File: config.mk
export PLATFORM = sky130hd
export DESIGN_NAME = s1_serializer
export DESIGN_NICKNAME = d
export VERILOG_FILES = /design/src/rtl/s1_pkg.sv /design/src/rtl/s1_shift21.sv /design/src/rtl/s1_serializer.sv
export SDC_FILE = /design/constraint.sdc
export NUM_CORES = 1
export LEC_CHECK = 0
export BUFFER_PORTS_ARGS = -buffer_cell sky130_fd_sc_hd__buf_4
export CAP_MARGIN = 25
export CORE_UTILIZATION = 50
export CTS_BUF_LIST = sky130_fd_sc_hd__clkbuf_8
export CTS_CLUSTER_SIZE = 8
export DETAILED_ROUTE_END_ITERATION = 8
export PLACE_DENSITY = 0.72
export REMOVE_ABC_BUFFERS = 1
export SYNTH_ARGS = -nofsm -noshare
export SYNTH_HDL_FRONTEND = slang
export SYNTH_SLANG_ARGS = --single-unit
File: constraint.sdc
create_clock -name clk -period 3.8 [get_ports clk]
set_input_delay 1.14 -clock clk [delete_from_list [all_inputs] [get_ports clk]]
set_output_delay 1.14 -clock clk [all_outputs]
set_load 0.02 [all_outputs]
File: src/rtl/s1_pkg.sv
// s1_pkg: shared constants and FSM state encoding for the S1 serializer.
package s1_pkg;
   localparam int DW = 18;
   localparam int AW = 3;
   localparam int FRAME_LEN = 21;
   localparam int NUM_WORDS = 8;
   typedef enum logic [2:0] {IDLE, FETCH, LOAD, SEND, DONE} state_t;
endpackage

File: src/rtl/s1_shift21.sv
// s1_shift21: parallel-load, MSB-first shift register; zeros shift in at the LSB.
module s1_shift21 #(
   parameter int W = 21
) (
   input  logic         clk,
   input  logic         rst_n,
   input  logic         load,
   input  logic         shift,
   input  logic [W-1:0] d,
   output logic         sd
);
   logic [W-1:0] q;
   always_ff @(posedge clk or negedge rst_n)
      if (!rst_n) q <= '0;
      else if (load) q <= d;
      else if (shift) q <= {q[W-2:0], 1'b0};
   assign sd = q[W-1];
endmodule

File: src/rtl/s1_serializer.sv
// s1_serializer: sends RB1 words 0..7 as {addr,data} MSB-first frames on sen/sd, two idle cycles apart.
// Define S1_START_EN to add a start input and an IDLE state that waits for it.
module s1_serializer #(
   parameter int DW = s1_pkg::DW,
   parameter int AW = s1_pkg::AW
) (
   input  logic          clk,
   input  logic          rst_n,
`ifdef S1_START_EN
   input  logic          start,
`endif
   output logic          S1_done,
   output logic          RB1_RW,
   output logic [AW-1:0] RB1_A,
   input  logic [DW-1:0] RB1_Q,
   output logic          sen,
   output logic          sd
);
   import s1_pkg::*;
`ifdef S1_START_EN
   localparam state_t RST_STATE = IDLE;
`else
   localparam state_t RST_STATE = FETCH;
`endif
   state_t state, state_d;
   logic [4:0] cnt, cnt_d;
   logic [AW-1:0] addr, addr_d;
   logic load, shift, last, msb;
   assign last = addr == {AW{1'b1}};
   always_ff @(posedge clk or negedge rst_n)
      if (!rst_n) begin
         state <= RST_STATE;
         cnt <= 5'(FRAME_LEN - 1);
         addr <= '0;
      end else begin
         state <= state_d;
         cnt <= cnt_d;
         addr <= addr_d;
      end
   always_comb begin
      state_d = state;
      cnt_d = cnt;
      addr_d = addr;
      load = 1'b0;
      shift = 1'b0;
      case (state)
`ifdef S1_START_EN
         IDLE: state_d = start ? FETCH : IDLE;
`endif
         FETCH: state_d = LOAD;
         LOAD: begin
            state_d = SEND;
            cnt_d = 5'(FRAME_LEN - 1);
            load = 1'b1;
         end
         SEND: begin
            shift = cnt != '0;
            cnt_d = (cnt != '0) ? cnt - 5'd1 : cnt;
            state_d = (cnt != '0) ? SEND : (last ? DONE : FETCH);
            addr_d = (cnt == '0 && !last) ? addr + 1'b1 : addr;
         end
         default: ;
      endcase
   end
   s1_shift21 #(.W(AW + DW)) u_shift (
      .clk(clk),
      .rst_n(rst_n),
      .load(load),
      .shift(shift),
      .d({addr, RB1_Q}),
      .sd(msb)
   );
   // sen/sd decode straight from state so an async reset aborts the frame at once
   assign sen = state != SEND;
   assign sd = (state == SEND) & msb;
   assign S1_done = state == DONE;
   assign RB1_A = addr;
   assign RB1_RW = 1'b1;
endmodule

# --- Word level (Yosys, flattened, before mapping) ---
# Cells that the tools add are included.
classes:
  addsub: 2
  n_eq_ne: 7
  muxes: 9
  bitwise_logic: 1
  n_reduce_logical: 9
ops:
  columns: ["operator", "count"]
  rows:
  - ["$mux 21", 2]
  - ["$pmux 5 s2", 1]
  - ["$pmux 3 s3", 1]
  - ["$eq 3x2->1 const B", 2]
  - ["$eq 3x3->1 const B", 2]
  - ["$mux 3", 2]
  - ["$logic_not 5->1", 1]
  - ["$mux 5", 1]
  - ["$reduce_bool 5->1", 1]
  - ["$sub 5x1->5 const B", 1]
  - ["$reduce_and 2->1", 2]
  - ["$reduce_bool 2->1", 2]
  - ["$add 3x1->3 const B", 1]
  - ["$eq 3x1->1 const B", 1]
  - ["$ne 3x2->1 const B", 1]
  - ["$reduce_bool 3->1", 1]
  - ["$mux 1", 2]
  - ["$ne 2x2->1 const B", 1]
  - ["$and 1x1->1", 1]
  - ["$logic_and 1x1->1", 1]
  - ["$logic_not 1->1", 1]
word_totals:
  ff_bits: 32
  in_bits: 20
  elab_cells: 32

# --- Longest topological paths before layout ---
# Gate-level depths: netlist of run 1.
logic_depth:
  ltp_word: 4
  depth_mapped: 7
  depth_no_buf: 5

# --- Cells and area by module ---
# Synthesis of run 1 repeated with hierarchy kept, for this count alone.
hier_totals:
  cells_unflattened: 151
  hier_area_um2: 1590.3
by_module_without_submodules:
  columns: ["mod", "n_inst", "cells_per_inst", "area_each_um2", "seq_area_each_um2"]
  rows:
  - ["s1_shift21", 1, 91, 991.0, 525.5]
  - ["s1_serializer", 1, 60, 599.3, 279.0]

# --- Least setup slack after synthesis of run 1 ---
# No wires, ideal clock.
synth_path:
  path_kind: "reg-to-output"
  from: "register state[0]"
  to: "output sd"
  t_arrival_ns: 1.523
  t_required_ns: 2.660
  path_slack_ns: 1.137
  path_stages_with_launch: 5
  n_path_buf: 2
  path_cell_list: "dfstp_2 clkbuf_1 clkbuf_1 nor2b_1 and3_1"
synth_via:
  elab_chain_cells: 2
synth_rtl:
  columns: ["element", "line_no", "text"]
  rows:
  - ["start, declared", "s1_serializer.sv:25", "state_t state, state_d;"]
  - ["start signal, assigned", "s1_serializer.sv:36", "state <= state_d;"]
  - ["$eq 3x2->1", "s1_serializer.sv:75", "assign sd = (state == SEND) & msb;"]
  - ["$and 1x1->1", "s1_serializer.sv:75", null]
  - ["end, declared", "s1_serializer.sv:17", "output logic sd"]
# No other way between the ends.

# --- Worst setup path in the final report of run 1 ---
# Same ends and word-level chain as after synthesis.

==> results of run 1 <==
==> synthesized netlist by cell type <==
cell type,instances,area (sq um)
dfrtp_1,29,725.7
nor2_1,24,90.09
nand2b_1,21,131.4
o22ai_1,20,125.1
o32ai_1,19,166.4
clkbuf_1,14,52.55
inv_1,5,18.77
nor3_1,5,25.02
dfstp_2,3,78.83
ha_1,3,37.54
o21ai_0,3,15.01
a22o_1,2,17.52
mux2_4,2,30.03
nand2_1,2,7.510
nand3_1,2,10.01
nor2b_1,2,12.51
a21oi_1,1,5.000
a32o_1,1,10.01
a41o_1,1,10.01
and3_1,1,6.260
buf_2,1,5.000
buf_4,1,7.510
conb_1,1,3.750
nand3b_1,1,7.510
nand4_1,1,6.260
nor3b_1,1,7.510
nor4_1,1,6.260
nor4b_2,1,15.01
o211ai_1,1,7.510
o31ai_1,1,7.510
or3_4,1,11.26
or3b_2,1,8.760
or4_1,1,7.510
or4b_1,1,10.01
xnor2_1,1,8.760
==> per-layer routing <==
metal	global-route usage (%)	up-vias
li1	-	691
met1	30.57	709
met2	39.40	48
met3	8.442	9
met4	9.302	0
met5	0	-
==> cell type report <==
class,instances,share of cell area [%]
Multi-Input combinational cell,122,40.90
Sequential cell,32,40.34
Timing Repair Buffer,28,10.54
Clock buffer,6,4.141
Tap cell,44,2.760
Inverter,5,0.9410
Clock inverter,2,0.3764
==> power by group <==
group          leakage (uW)  internal [uW]  total [uW]  switching [uW]
Combinational      0.000440           13.6        24.3            10.7
Clock             0.0000538            142         262             120
Sequential         0.000429            341         342           0.340
Total              0.000922            497         628             131
==> kinds of logic (layout without fill, tap and decap cells) <==
logic type               count (synthesis)  count (layout)  synth area share, %
XOR/XNOR                                 1               1               0.5167
other                                    1               1               0.2212
multiplexers                             2               2                1.771
AND/OR/NAND/NOR                         66              66                21.40
flip-flops                              32              32                47.45
adder cells (fa/ha/maj)                  3               3                2.214
buffers and inverters                   21              41                4.945
AO/OA/AOI/OAI                           49              49                21.48
==> metrics by stage <==
stage               instances  setup WS (ps)
floorplan                 159           1446
global placement          231           1289
detailed placement        231           1260
CTS                       239          946.0
global route              239          843.7
finish                    239          948.0
==> worst max-delay path, delay by kind of cell, from the launching register on <==
family                 cells  cell delay [ps]
buffers and inverters      1              130
DFF                        1              890
and+or+nand+nor            2              410
==> how the worst min path moves through the flow <==
| stage | endpoint | slack [ps] |
|---|---|---|
| 2_1_floorplan | cnt[4] | 470 |
| 3_3_place_gp | cnt[4] | 490 |
| 3_5_place_dp | cnt[4] | 520 |
| 4_1_cts | cnt[4] | 530 |
| 5_1_grt | u_shift.q[0] | 550 |
| 6_report | cnt[4] | 530 |
==> flip-flops by register name, summed over array words and instances (netlist names) <==
signal	count
u_shift.q	21
cnt	5
RB1_A	3
state	3
==> cells in the final DEF, fill, tap and decap left out, drive strengths merged, types with 2 or more instances in the layout <==
cell,instances
dfstp,3
nor3,5
mux2,2
o32ai,19
nor2,24
clkbuf,6
o21ai,3
ha,3
nand2b,21
nand3,2
dfrtp,29
nand2,2
buf,28
inv,7
o22ai,20
nor2b,2
a22o,2
==> results by group, run 1 <==
Outcome
  • Run status: finished, final reports clean

Timing
  • Final worst-path cycle share: 75.05%
  • Max Slew Vio Count: 0
  • Fmax: approximately 350 MHz
  • Setup violators final: 0
  • Tmin final: 2852 ps
  • Worst slew pin tran: ~1000 ps
  • Fin. Hold Viols: 0
  • Unrepaired setup endpoints after global routing: no
  • Final setup TNS: 0 ps
  • Worst clock skew: 3.006 ps
  • Hold WS: between 500 and 600 ps
  • Worst slew margin: 33.58%

Floorplanning
  • Placeable Area: 3128 sq um
  • Die extent in x: between 60 and 70 um
  • IO Count: 27
  • Row count: 20
  • Initial Util: between 50% and 60%
  • DIE AREA: 3628 sq um
  • Die H: 60.23 um

Logic synthesis
  • Mean Syn Cell Area: 9.688 sq um
  • Mapped cell area: 1695 sq um
  • Share of the yosys chip area belonging to registers: 47.45%
  • YS warnings: 0
  • Post-Synthesis Cells: 175
  • Distinct cells, synth: 35
  • Yosys reg bits: 32

Route
  • First-pass DRT Iterations: 4
  • Via density: 6.096
  • Max layer used: met4
  • Remaining DRCs: 0
  • Wirelength per Cell: 16.13 um
  • WL final: 3855 um
  • Met2 wire len: about 1900 um
  • Wl on met1: between 1500 and 2000 um
  • DR vias: 1,457
  • Violation count after the first detailed-routing iteration: 126
  • ANT nets after route: 0
  • Met3 WL: 189 um

Finish
  • Post-layout nets: 217
  • Cell area after layout: 1994 sq um
  • Area of the multi-input gates: 815.8 sq um
  • Layout cell share with drive strength beyond 1: 21.54%
  • Antenna cells: 0
  • Final core occ: roughly 64%
  • Sequential cell area: 804.5 sq um
  • Fill cells: 257
  • Area grow syn2layout: 17.64%

Place
  • Final Wtd Congestion: 0.7151
  • Placed inst area: 1904 sq um
  • Post-DP HPWL: 2390 um
  • Port Buf Inserts: 25

Power
  • PD cells: roughly 310 nW/um^2
  • Maximum vdd drop: 218.2 uV
  • Final Power: approximately 630 uW
  • Leak Pwr: 0.0009224 uW

Setup path
  • Worst EP required: roughly 2700 ps
  • Crit path capture: sd
  • Critical-path cell list: nor2b_1 -> and3_1 -> buf_4
  • CP max stage delay: 890 ps
  • CP startpoint: state[0]
  • Worst-path maximum fanout: 31
  • CP Class: reg2out
  • Crit-path slowest cell: dfstp_2
  • FF-to-FF Start: cnt[0]
  • CP Launch Type: flop
  • R2r setup slk: 1540 ps
  • Critical Path End Type: output pin
  • CP Data Arrival Time: 1710 ps
  • FF-to-FF path depth: 6
  • Worst reg2reg path endpoint: RB1_A[2]

Global routing
  • Vias in the first global route: 1,356
  • Largest net degree at the start of global routing: 33
  • Global route total overflow: 0
  • Antenna violations before repair: 0
  • First-pass GRT wire length: between 6000 and 7000 um
  • Gr usage total: 24.66%

Clock network
  • Clk_lat worst skew: around 280 ps
  • Hold buffers post-CTS: 0
  • CTS Buf Count: 5
  • Clock sinks: 32
  • H-tree depth: 2
  • CTS Buffer Depth: 2
  • Clock Tree Root: clkbuf_8
  • CTS tree: yes
  • Worst-path clk slew: 60 ps
  • Postcts setup bufs: 0
  • # resized after CTS: 0

Hold path
  • Hold Path Stages: 2
  • Hold Crit Start: cnt[4]
  • Hold/Removal Path Class: reg2reg

Job
  • Max Cap Viol: 0
(Power assumes the default switching activity.)
==> run 2, diff against run 1 <==
--- a/config.mk
+++ b/config.mk
@@ -11,7 +11,7 @@
 export CTS_BUF_LIST = sky130_fd_sc_hd__clkbuf_8
 export CTS_CLUSTER_SIZE = 8
 export DETAILED_ROUTE_END_ITERATION = 8
-export PLACE_DENSITY = 0.72
+export PLACE_DENSITY = 0.75
 export REMOVE_ABC_BUFFERS = 1
 export SYNTH_ARGS = -nofsm -noshare
 export SYNTH_HDL_FRONTEND = slang
==> constraint.sdc (replaced) <==
create_clock -name clk -period 2.3 [get_ports clk]
set_input_delay 0.69 -clock clk [delete_from_list [all_inputs] [get_ports clk]]
set_output_delay 0.69 -clock clk [all_outputs]
set_load 0.02 [all_outputs]
==> results by group, run 2 (same netlist as run 1, synthesis figures left out) <==
Outcome
  • Run status: finished, final reports clean

Setup path
  • CP Data Arrival Time: 1480 ps (-230 ps)
  • Crit-path slowest cell: dfstp_4
  • Worst EP required: 1610 ps (-1050 ps)
  • CP Class: reg2out
  • Worst-path maximum fanout: 18 (-42%)
  • Critical Path End Type: output pin
  • CP max stage delay: 720 ps (-170 ps)
  • CP Launch Type: flop
  • Critical-path cell list: nor2b_1 -> and3_1 -> buf_4

Timing
  • Hold WS: 326.9 ps (-203.7 ps)
  • Worst setup margin: 131.9 ps (-816.1 ps)
  • Fmax: 461.2 MHz
  • Final setup TNS: 0 ps (unchanged)
  • Final worst-path cycle share: 94.26%
  • Worst clock skew: 5.854 ps (+2.848 ps)
  • Max Slew Vio Count: 0 (unchanged)
  • Fin. Hold Viols: 0 (unchanged)
  • Unrepaired setup endpoints after global routing: no
  • Tmin final: ~2200 ps
  • Setup violators final: 0 (unchanged)

Floorplanning
  • Initial Util: 54.20% (unchanged)
  • DIE AREA: 3628 sq um (unchanged)
  • IO Count: 27 (unchanged)
  • Placeable Area: 3128 sq um (unchanged)
  • Die H: 60.23 um (unchanged)
  • Row count: 20 (unchanged)
  • Die extent in x: 60.23 um (unchanged)

Place
  • Dpl ws: 310.2 ps (-949.5 ps)
  • # placed instances: 234 (+1.3%)
  • Final Wtd Congestion: 0.8375 (+17%)
  • Post-DP HPWL: 2511 um (+5.1%)
  • Port Buf Inserts: 25 (unchanged)

Global routing
  • Vias in the first global route: 1,337 (-1.4%)
  • First-pass GRT wire length: 6313 um (-1.5%)
  • Global route total overflow: 0 (unchanged)
  • Gr usage total: 24.50% (-0.16 points)
  • Largest net degree at the start of global routing: 33 (unchanged)
  • Antenna violations before repair: 0 (unchanged)

Job
  • Max Cap Viol: 0 (unchanged)

Finish
  • Antenna cells: 0 (unchanged)
  • Biggest regs: u_shift.q: 21 flops, cnt: 5 flops
  • Most frequent cells in the layout: buf_4, dfrtp_1, nor2_1, nand2b_1, o22ai_1
  • Fin cells: 242 (+1.3%)
  • Layout cell share with drive strength beyond 1: 22.73% (+1.2 points)
  • Post-layout nets: 220 (+1.4%)
  • Area grow syn2layout: 19.19%
  • Fill cells: 258 (+0.39%)
  • Commonest non-fill, non-tap cell in the layout: buf_4
  • Largest register by flop count: u_shift.q
  • Largest register FFs: 21 (unchanged)

Clock network
  • Worst-path clk slew: 60 ps (about the same)
  • Clk_lat worst skew: 290 ps (about the same)
  • CTS Buffer Depth: 2 (unchanged)
  • CTS Buf Count: 5 (unchanged)
  • H-tree depth: 2 (unchanged)
  • Clock sinks: 32 (unchanged)
  • CTS tree: yes
  • Clock Tree Root: clkbuf_8

Route
  • ANT nets after route: 0 (unchanged)
  • Wirelength per Cell: 15.87 um (-1.6%)
  • First-pass DRT Iterations: 4 (unchanged)
  • Violation count after the first detailed-routing iteration: 80 (-37%)
  • Via density: 5.909 (-3.1%)
  • Remaining DRCs: 0 (unchanged)
  • DR vias: 1,430 (-1.9%)
  • WL final: 3840 um (-0.39%)

Power
  • Leak Pwr: 0.0009385 uW (+1.7%)
  • Maximum vdd drop: 361.1 uV (+66%)
  • Final Power: 1043 uW (+66%)
  • PD cells: 516.1 nW/um^2 (+64%)

Hold path
  • Hold/Removal Path Class: in2async
-- run 2: changes by cell type in the layout (fill, tap and decap cells not counted), sizes merged --
cell | before | now
buf | 28 | 31
-- run 2: power breakdown --
part	total [uW]	leakage, uW	switching (uW)	internal, uW
Sequential	564	0.000430	0.316	564
Combinational	39.4	0.000455	17.0	22.4
Clock	439	0.0000538	204	235
Total	1040	0.000938	222	821
-- run 2: cell type report --
cell class,instances,area [sq um],share of cell area (%)
Sequential cell,32,808.3,40.00
Inverter,5,18.77,0.9288
Clock inverter,2,7.507,0.3715
Tap cell,44,55.05,2.724
Clock buffer,6,82.58,4.087
Timing Repair Buffer,31,232.7,11.52
Multi-Input combinational cell,122,815.8,40.37
-- run 2: path summary, 6_finish.rpt --
path	endpoint	cells past startpoint	startpoint	slack [ps]
worst max-delay path	sd	3	state[0]	130
worst min-delay path	u_shift.q[9]	1	rst_n	330
worst max register to register	RB1_A[1]	5	cnt[0]	270
worst min register to register	cnt[4]	2	cnt[4]	510
max in group asynchronous	state[0]	1	rst_n	1640
min in group clk	cnt[4]	2	cnt[4]	510
-- run 2: worst max-delay path, delay by kind of cell, from the launching register on --
kind,cells,cell delay (ps)
flip-flops,1,720
AND/OR/NAND/NOR,2,340
buffers and inverters,1,130
-- run 2: repair_timing --
action | 4_1_cts | 5_1_grt
setup endpoints to repair | 0 | 1
resized for setup | 0 | 1
setup buffers | 0 | 0
hold buffers | 0 | 0
-- run 2: per-stage QoR --
| step | utilization (%) | cell area, sq um |
|---|---|---|
| finish | 64.60 | 2021 |
| global route | 64.60 | 2021 |
| CTS | 64.48 | 2017 |
| detailed placement | 61.60 | 1927 |
| global placement | 61.60 | 1927 |
| floorplan | - | 1630 |
-- run 2: layer usage --
metal | GRT usage [%] | vias up | routed length [um]
met5 | 0 | - | 0
met4 | 9.967 | 0 | 51
met3 | 7.359 | 5 | 190
met2 | 38.78 | 42 | 1895
met1 | 31.07 | 689 | 1703
li1 | - | 694 | -
==> run 3, diff against run 2 <==
--- a/config.mk
+++ b/config.mk
@@ -11,7 +11,7 @@
 export CTS_BUF_LIST = sky130_fd_sc_hd__clkbuf_8
 export CTS_CLUSTER_SIZE = 8
 export DETAILED_ROUTE_END_ITERATION = 8
-export PLACE_DENSITY = 0.75
+export PLACE_DENSITY = 0.72
 export REMOVE_ABC_BUFFERS = 1
 export SYNTH_ARGS = -nofsm -noshare
 export SYNTH_HDL_FRONTEND = slang
==> constraint.sdc (replaced) <==
create_clock -name clk -period 2.6 [get_ports clk]
set_input_delay 0.78 -clock clk [delete_from_list [all_inputs] [get_ports clk]]
set_output_delay 0.78 -clock clk [all_outputs]
set_load 0.02 [all_outputs]
==> results by group, run 3 (same netlist as run 1, synthesis figures left out) <==
Outcome
  • Run status: finished, final reports clean

Setup path
  • CP Class: reg2out
  • CP Launch Type: flop
  • Worst EP required: 1820 ps (+210 ps)
  • Critical Path End Type: output pin
  • CP Data Arrival Time: 1570 ps (+90 ps)
  • Worst-path maximum fanout: 17 (-1)

Finish
  • Largest register by flop count: u_shift.q
  • Largest register FFs: 21 (unchanged)
  • Most frequent cells in the layout: dfrtp_1, buf_4, nor2_1, nand2b_1, o22ai_1
  • Biggest regs: u_shift.q: 21 flops, cnt: 5 flops
  • Antenna cells: 0 (unchanged)
  • Post-layout nets: 219 (-0.45%)
  • Layout cell share with drive strength beyond 1: 23.35% (+0.62 points)
  • Area grow syn2layout: 21.40%

Floorplanning
  • Initial Util: 54.20% (unchanged)
  • IO Count: 27 (unchanged)
  • Die extent in x: 60.23 um (unchanged)
  • Row count: 20 (unchanged)
  • DIE AREA: 3628 sq um (unchanged)
  • Placeable Area: 3128 sq um (unchanged)
  • Die H: 60.23 um (unchanged)

Clock network
  • Clock Tree Root: clkbuf_8
  • Postcts setup bufs: 0 (unchanged)
  • Clock sinks: 32 (unchanged)
  • CTS Buffer Depth: 2 (unchanged)
  • H-tree depth: 2 (unchanged)
  • Hold buffers post-CTS: 0 (unchanged)
  • Worst-path clk slew: 70 ps (about the same)
  • CTS Buf Count: 5 (unchanged)
  • CTS tree: yes
  • # resized after CTS: 0 (unchanged)
  • Clk_lat worst skew: 290 ps (about the same)

Timing
  • Worst slew pin tran: 960.6 ps
  • Final setup TNS: 0 ps (unchanged)
  • Fin. Hold Viols: 0 (unchanged)
  • Max Slew Vio Count: 0 (unchanged)
  • Final worst-path cycle share: 90.48%
  • Unrepaired setup endpoints after global routing: no
  • Worst clock skew: 8.245 ps (+2.391 ps)
  • Worst setup margin: 247.6 ps (+115.7 ps)
  • Fmax: 425.1 MHz
  • Setup violators final: 0 (unchanged)
  • Tmin final: about 2400 ps
  • Worst slew margin: 35.96%

Power
  • P_int: 856.7 uW (+4.3%)
  • Maximum vdd drop: 357.6 uV (-0.98%)
  • Leak Pwr: 0.0009505 uW (+1.3%)
  • PD cells: 515.9 nW/um^2 (about the same)
  • P_sw: 205.2 uW (-7.4%)
  • Combinational power share: 3.3% (-0.5 points)
  • Clk pwr share: 49.7% (+7.6 points)
  • Net Sw Frac: 19.32% (-1.9 points)
  • Register share of total power: 47.0% (-7.1 points)

Place
  • Port Buf Inserts: 25 (unchanged)
  • Final Wtd Congestion: 0.8125 (-3.0%)
  • Post-DP HPWL: 2681 um (+6.8%)
  • Dpl ws: 601.3 ps (+291.2 ps)

Global routing
  • First-pass GRT wire length: 6982 um (+11%)
  • Vias in the first global route: 1,476 (+10%)
  • Antenna violations before repair: 0 (unchanged)
  • Largest net degree at the start of global routing: 33 (unchanged)
  • Global route total overflow: 0 (unchanged)
  • Gr usage total: 26.69% (+2.2 points)

Route
  • Wirelength per Cell: 17.11 um (+7.8%)
  • Remaining DRCs: 0 (unchanged)
  • First-pass DRT Iterations: 5 (+1)
  • DR vias: 1,496 (+4.6%)
  • ANT nets after route: 0 (unchanged)
  • WL final: 4123 um (+7.4%)
  • Violation count after the first detailed-routing iteration: 109 (+36%)
  • Via density: 6.207 (+5.0%)

Job
  • Max Cap Viol: 0 (unchanged)

Hold path
  • Hold/Removal Path Class: in2async
==> run 3: changes by cell type in the layout (fill, tap and decap cells not counted), sizes merged <==
| cell | previous run | this run |
|---|---|---|
| buf | 31 | 30 |
| bufinv | 0 | 1 |
| clkbuf | 6 | 7 |
| inv | 7 | 5 |
==> run 3: layer usage <==
metal	global-route usage, %	share of wire, %
met5	0	0
met4	9.635	1.3
met3	7.359	5.1
met2	43.96	52
met1	33.29	42
==> run 3: path summary, 6_finish.rpt <==
kind | from | end | slack, ps | cells after the start
worst max register to register | cnt[0] | RB1_A[1] | 550 | 5
worst min-delay path | rst_n | u_shift.q[9] | 420 | 1
max in group asynchronous | rst_n | state[0] | 1850 | 1
worst max-delay path | state[0] | sd | 250 | 3
min in group clk | cnt[4] | cnt[4] | 520 | 2
worst min register to register | cnt[4] | cnt[4] | 520 | 2
==> run 3: power by group through the flow <==
stage,combinational [uW],sequential (uW),clock (uW)
final,34.9,499,528
after global routing,39.1,499,558
after CTS,36.1,499,532
after detailed placement,36.0,508,0
after global placement,35.0,508,0
after floorplan,3.77,508,0
==> run 3: worst max-delay path, stage by stage, from the launching register on <==
cell and delay (ps):
dfstp_2 720, nor2b_1 250, and3_1 180, buf_4 130
==> run 3: metrics by stage <==
step           power, uW  instances  hold WS [ps]  area (sq um)  utilization (%)
6_report            1062        241         416.7          2058            65.80
5_1_grt             1096        241         441.1          2058            65.80
4_1_cts             1067        241         429.4          2058            65.80
3_5_place_dp       544.4        233         503.4          1932            61.76
3_3_place_gp       543.3        233         502.4          1932            61.76
2_1_floorplan      512.1        159         468.4          1630                -
==> run 3: final cells by class <==
cell class | count | area, sq um
Clock buffer | 7 | 96.34
Clock inverter | 1 | 30.03
Fill cell | 265 | 1070
Inverter | 5 | 18.77
Multi-Input combinational cell | 122 | 815.8
Sequential cell | 32 | 804.5
Tap cell | 44 | 55.05
Timing Repair Buffer | 30 | 237.7
